`config.mk`:
```
export PLATFORM = sky130hd
export DESIGN_NAME = sigma_delta_cic_decimator
export DESIGN_NICKNAME = d
export VERILOG_FILES = /design/src/rtl/sigma_delta_cic_decimator.sv
export SDC_FILE = /design/constraint.sdc
export NUM_CORES = 1
export LEC_CHECK = 0
export ABC_AREA = 1
export BUFFER_PORTS_ARGS = -buffer_cell sky130_fd_sc_hd__buf_2
export CELL_PAD_IN_SITES_DETAIL_PLACEMENT = 0
export CELL_PAD_IN_SITES_GLOBAL_PLACEMENT = 2
export CORE_MARGIN = 2
export CORE_UTILIZATION = 35
export CTS_CLUSTER_SIZE = 24
export DETAILED_ROUTE_END_ITERATION = 7
export PLACE_DENSITY = 0.86
export SETUP_SLACK_MARGIN = 0.4
export SYNTH_ARGS = -nofsm -noshare
export SYNTH_HDL_FRONTEND = slang
export SYNTH_SLANG_ARGS = --single-unit
```
`constraint.sdc`:
```
create_clock -name clk -period 2.55 [get_ports clk]
set_input_delay 0.51 -clock clk [delete_from_list [all_inputs] [get_ports clk]]
set_output_delay 0.51 -clock clk [all_outputs]
set_load 0.1 [all_outputs]
```
`src/rtl/sigma_delta_cic_decimator.sv`:
```
// CIC decimator for the sigma-delta ADC path.
// Turns the 1-bit modulator stream into one ADC_BITLEN-wide sample per
// OVERSAMPLE_RATE clocks. DC gain is OVERSAMPLE_RATE**CIC_STAGES.
// All integrator and comb arithmetic wraps modulo 2**ADC_BITLEN.
`timescale 1ns/1ps

module sigma_delta_cic_decimator #(
  parameter int OVERSAMPLE_RATE = 256,
  parameter int CIC_STAGES      = 2,
  parameter int ADC_BITLEN      = 24,
  parameter bit SIGNED_OUTPUT   = 1'b1
) (
  input  logic                  clk,
  input  logic                  rst,
  input  logic                  pdm_in,
  output logic [ADC_BITLEN-1:0] pcm_out,
  output logic                  pcm_valid
);

  localparam int R  = OVERSAMPLE_RATE;
  localparam int N  = CIC_STAGES;
  localparam int W  = ADC_BITLEN;
  localparam int CW = (R > 1) ? $clog2(R) : 1;

  localparam logic [W-1:0] X_HIGH = W'(1);
  localparam logic [W-1:0] X_LOW  = SIGNED_OUTPUT ? '1 : '0;

  if (W < 2 + N * CW) begin : g_bad_width
    $error("sigma_delta_cic_decimator: ADC_BITLEN too small for CIC growth");
  end
  if ((R < 2) || ((R & (R - 1)) != 0)) begin : g_bad_rate
    $error("sigma_delta_cic_decimator: OVERSAMPLE_RATE must be a power of two >= 2");
  end
  if ((N < 1) || (N > 5)) begin : g_bad_stages
    $error("sigma_delta_cic_decimator: CIC_STAGES must be 1..5");
  end

  logic [W-1:0]  x;
  logic [CW-1:0] cnt;
  logic          cap;
  logic [N:0]    pipe_v;
  logic [W-1:0]  cap_reg;
  logic [W-1:0]  integ [N];
  logic [W-1:0]  comb  [N+1];

  // Map the bitstream to +1 / -1 (signed) or 1 / 0 (unsigned).
  always_comb begin
    x = pdm_in ? X_HIGH : X_LOW;
  end

  assign cap = (cnt == CW'(R - 1));

  // Integrator cascade at full rate; stage k feeds on stage k-1's register.
  for (genvar k = 0; k < N; k++) begin : g_integ
    logic [W-1:0] acc;
    logic [W-1:0] feed;
    if (k == 0) begin : g_head
      assign feed = x;
    end else begin : g_tail
      assign feed = integ[k-1];
    end
    // Accumulate this stage's input, wrapping modulo 2**W.
    always_ff @(posedge clk) begin
      if (!rst) acc <= '0;
      else      acc <= acc + feed;
    end
    assign integ[k] = acc;
  end

  // Decimation counter; R is a power of two so natural wrap gives 0..R-1.
  always_ff @(posedge clk) begin
    if (!rst) cnt <= '0;
    else      cnt <= cnt + CW'(1);
  end

  // Valid token walking through capture, each comb stage and the output.
  always_ff @(posedge clk) begin
    if (!rst) pipe_v <= '0;
    else      pipe_v <= {pipe_v[N-1:0], cap};
  end

  // Snapshot the last integrator once per decimated period.
  always_ff @(posedge clk) begin
    if (!rst)     cap_reg <= '0;
    else if (cap) cap_reg <= integ[N-1];
  end
  assign comb[0] = cap_reg;

  // Comb cascade: stage k fires one clock after stage k-1 produced its value.
  for (genvar k = 1; k <= N; k++) begin : g_comb
    logic [W-1:0] diff;
    logic [W-1:0] hold;
    // Difference against the previous decimated value of the stage input.
    always_ff @(posedge clk) begin
      if (!rst) begin
        diff <= '0;
        hold <= '0;
      end else if (pipe_v[k-1]) begin
        diff <= comb[k-1] - hold;
        hold <= comb[k-1];
      end
    end
    assign comb[k] = diff;
  end

  // Publish the last comb stage with a one-cycle strobe; hold between strobes.
  always_ff @(posedge clk) begin
    if (!rst) begin
      pcm_out   <= '0;
      pcm_valid <= 1'b0;
    end else begin
      pcm_valid <= pipe_v[N];
      if (pipe_v[N]) pcm_out <= comb[N];
    end
  end

  // The output slot may coincide with the next capture; the comb stages may not.
  a_no_overlap: assert property (@(posedge clk) disable iff (!rst)
    !(cap && (|pipe_v[N-1:0])));

endmodule
```
# [Word level (Yosys, flattened, before mapping)]
# Index checks and enable logic that the tools add are counted.
[totals] reg_bits=204 latch_bits=0 ram_bits=0 rom_bits=0 out_inout_bits=25 mem_count=0
[classes] add_sub_neg=5 multipliers=0 n_div=0 n_lt_le_gt_ge=0 n_eq_ne=1 shifts=0 mux=1 bitwise_logic=0 n_reduce_logical=0
[ops] cell="$add 24x24->24" count=2
[ops] cell="$sub 24x24->24" count=2
[ops] cell="$mux 24" count=1
[ops] cell="$add 8x1->8 const B" count=1
[ops] cell="$eq 8x8->1 const B" count=1

# [Depth between registers and ports, before layout]
[depth] word_depth=2 ltp_mapped=14

# [Worst setup path after synthesis]
# Ideal clock, no wire load.
[synth_timing] path_type="in2reg" startpoint="input pdm_in" endpoint="register g_integ[0].acc[11]" setup_time_ps=115 arrival_ps=2140 setup_slack_ps=295 cell_stages=9 cell_sequence="inv_1 > ha_1 > a21oi_1 > inv_1 > nand2_1 > nand3_2 > a21oi_1 > a21oi_1 > and2_1"
[synth_via] elab_chain_cells=2
[synth_rtl] item="start, declared" line="15" source="input logic pdm_in,"
[synth_rtl] item="$mux 24" line="48" source="x = pdm_in ? X_HIGH : X_LOW;"
[synth_rtl] item="$add 24x24->24" line="65" source="else acc <= acc + feed;"
[synth_rtl] item="end signal, assigned" line="65"
[synth_rtl] item="end, declared" line="55" source="logic [W-1:0] acc;"
# No other way between the ends.
# A chain may end at the register's enable or synchronous reset.

# [Final worst setup path]
[layout_timing] startpoint="register g_comb[1].diff[0]" endpoint="register g_comb[2].diff[16]"
[layout_via] elab_chain_cells=1
[layout_rtl] item="start, declared" line="91" source="logic [W-1:0] diff;"
[layout_rtl] item="start signal, assigned" line="99" source="diff <= comb[k-1] - hold;"
[layout_rtl] item="$sub 24x24->24" line="99"
[layout_rtl] item="end signal, assigned" line="99"
[layout_rtl] item="end, declared" line="91"
# No other way between the ends.

==> metrics.md <==
| Metric | Value |
|---|---|
| Status | `finished clean` |
| Die ar. | `approximately 38000 um^2` |
| Fin Clk Skew | `0.01999 ns` |
| Syn Nets | `2163` |
| Drt initial violations | `541` |
| Worst-Margin Slew | `~0.77 ns` |
| Post-layout util | `about two fifths` |
| Comb pwr share | `28.3%` |
| ANT cells | `0` |
| Hold endpoint | `g_integ[0].acc[23]` |
| CP Cell Sequence | `inv_1, ha_1, fa_2, nor2_4, nand2_1, nand2_2, nand2_1, nand2_1, nand3_1, nand3_1, nand3_1, nand2_1, inv_1` |
| Number of synthesized flops with an enable pin | `0` |
| Syn Area/Cell | `6.206 um^2` |
| CP max stage delay | `0.39 ns` |
| Switching component of the power | `3682 uW` |
| Fmax | `500.8 MHz` |
| Post-detail-place hpwl | `28290 um` |
| Starting density of the core | `35.24%` |
| Antenna violations before repair | `0` |
| Final setup vio count | `0` |
| Seq/Total Area, Yosys | `a little under a third` |
| Vias in the first global route | `11.75k` |
| P_int | `6680 uW` |
| Static Leakage | `around 0.0074 uW` |
| CTS HTree Levels | `1` |
| Global placement routability congestion | `~0.88` |
| Critical Path Most Common Cell | `nand2_1` |
| Post-CTS Setup Bufs | `0` |
| CTS sink cnt | `204` |
| GRT Residual Overflow | `0` |
| CTS tree | `yes` |
| Core area | `36350 um^2` |
| Top delay family on crit path | `simple AND/OR/NAND/NOR gates` |
| RR Startpoint | `g_comb[1].diff[0]` |
| Ys async rst share | `0%` |
| Unrepaired setup endpoints after global routing | `true` |
| Post-detailed-route count of antenna-violating nets | `0` |
| Setup TNS | `0 ns` |
| Maximum VDD drop | `0.0004165 V` |
| Placed cell area | `13470 um^2` |
| Initial DRT Pass Iterations | `5` |
| Reg2Reg Setup Slack | `about 0.55 ns` |
| Vias after detailed routing | `12.10k` |
| Worst Reg2Reg Path Length in Cells | `13` |
| Layout area overhead | `11.80%` |
| Clk_lat worst skew | `roughly 0.54 ns` |
| Crit. End Element | `register` |
| Nets | `2179` |
| Synth area leaders | `dfxtp_1 (32%), nand2_1 (15%), nor2_1 (9.7%), inv_1 (9.6%), ha_1 (9.0%)` |
| Root buffer cell | `clkbuf_16` |
| Crit Path Max Fanout | `3` |
| Top cells by count, synth | `nand2_1 (515), nor2_1 (330), inv_1 (327), dfxtp_1 (204), o21ai_0 (177)` |
| Largest net degree at the start of global routing | `162` |
| Largest area contributor in the netlist | `dfxtp_1` |
| Register share of total power | `37.4%` |
| Clk pwr share | `34.3%` |
| CP Class | `reg2reg` |
| DRC errors left | `0` |
| FP Rows | `70` |
| Top flop regs | `g_comb.diff x48, g_comb.hold x48, g_integ.acc x48` |
| CP Buf/Inv Count | `2` |
| Non-Filler Instances | `2563` |
| Clock-pin slew on the worst setup and hold paths | `0.06 ns` |
| Yosys warns | `0` |
| GRT Util Overall | `19.68%` |
| Startpoint types | `register` |
| Top_reg_cell synth | `dfxtp_1` |
| Synth top area share | `between 30% and 40%` |
| CP arrival | `approximately 2.4 ns` |
| Synthesized instance count | `2064` |
| CTS Buffer Depth | `3` |
| Worst EP required | `2.97 ns` |
| Final period util | `78.31%` |
| Count of cell types in the netlist | `34` |
| Min-delay src | `pdm_in` |
| Mapped Area | `around 13000 um^2` |
| Final Hold Viols | `0` |
| Slowest CP cell | `fa_2` |
| Max_cap viols | `0` |
| Critical path depth in cells | `13` |
| # hold bufs at CTS | `0` |
| Via/cell ratio | `about 4.7` |
| Port-buffer cells | `27` |
| IO Pins | `28` |
| Total wire length | `36650 um` |
| Switching part of the total | `35.53%` |
| CTS buffer count | `24` |
| WL/cell | `14.30 um` |
| Layout cells sized above 1 | `4.869%` |
| Count leader, synth | `nand2_1` |
| Type of the worst min-delay path | `in2reg` |
| PD cells | `723.6 nW/um^2` |
| Tmin final | `1.997 ns` |
| Die span in x | `195.3 um` |
| Filler Cells Inserted | `~4.0k` |
| Worst hold slack | `0.4235 ns` |
| Dpl cells | `about 2.5k` |
| Design Area, Final | `roughly 14000 um^2` |
| First-pass GRT wire length | `61010 um` |
| Capture point of the worst reg-to-reg path | `g_comb[2].diff[16]` |
| Hold depth | `5` |
| Slew Viols, Final | `0` |
| Slew HR | `48.51%` |
| Post-synthesis register bit count | `slightly above 200` |
| Die Y | `195.3 um` |
cells by family after synthesis:
group / share of synthesized area [%]
buffers and inverters: 11.26
flip-flops: 31.88
XOR/XNOR: 1.231
adder cells (fa/ha/maj): 9.612
AND/OR/NAND/NOR: 31.78
AO/OA/AOI/OAI: 14.23
layout make-up:
class                           count  area [um^2]  share of cell area [%]
Multi-Input combinational cell   1480         7325                   51.15
Sequential cell                   204         4084                   28.52
Inverter                          330         1242                   8.676
Clock buffer                       35        691.9                   4.832
Tap cell                          468        585.6                   4.089
Timing Repair Buffer               40        272.8                   1.905
Clock inverter                      6        118.9                  0.8301
power by group through the flow:
| stage | logic [uW] | registers (uW) | clock network [uW] |
|---|---|---|---|
| 6_report | 2930 | 3870 | 3560 |
| 4_1_cts | 2920 | 3880 | 3660 |
| 3_3_place_gp | 2890 | 3950 | 0 |
| 5_1_grt | 3410 | 3900 | 3780 |
| 3_5_place_dp | 2900 | 3940 | 0 |
| 2_1_floorplan | 2250 | 3710 | 0 |
cell usage in the layout, fill, tap and decap left out, types with 2 or more instances in the layout:
cell and n:
a21o_1 4, a21oi_1 166, and2_1 11, and3_1 2, buf_12 3, buf_2 26
buf_4 11, bufinv_16 3, clkbuf_1 6, clkbuf_16 24, clkbuf_8 5, clkinvlp_4 2
dfxtp_1 204, fa_2 3, ha_1 90, ha_2 2, inv_1 325, inv_2 3
nand2_1 513, nand2_2 3, nand3_1 107, nand3_2 4, nand3b_1 2, nand4_1 17
nor2_1 324, nor2_2 7, nor3_1 13, o21a_1 4, o21ai_0 176, o21bai_1 4
or2_0 2, xnor2_1 3, xor2_1 15
layer usage:
layer	up-vias	share of wire, %	track usage [%]
li1	6544	-	-
met1	5394	49	26.01
met2	120	46	34.29
met3	44	2.3	2.176
met4	0	2.5	4.778
met5	-	0	0
repair_timing:
item	4_1_cts	5_1_grt
pin swaps	0	1
gates resized for setup	3	14
setup endpoints to repair	5	21
worst max path at each step:
stage,start,to,slack [ns]
finish,g_comb[1].diff[0],g_comb[2].diff[16],0.55
global route,cap_reg[0],g_comb[1].diff[12],0.39
CTS,g_comb[1].diff[0],g_comb[2].diff[16],0.39
detailed placement,pdm_in,g_integ[0].acc[19],0.10
global placement,pdm_in,g_integ[0].acc[19],0.11
floorplan,pdm_in,g_integ[0].acc[11],0.37
metrics by stage:
stage | power, uW | setup WS (ns)
final | 10360 | 0.5530
after global routing | 11080 | 0.3886
after CTS | 10460 | 0.3887
after detailed placement | 6843 | 0.1030
after global placement | 6837 | 0.1098
after floorplan | 5960 | 0.3685
tightest hold or removal path: stages:
cell and delay, ns:
buf_2 0.13, xor2_1 0.10, inv_1 0.07, nor2_1 0.04
nor2_1 0.08
No activity file was read; power rests on OpenSTA's default activity.
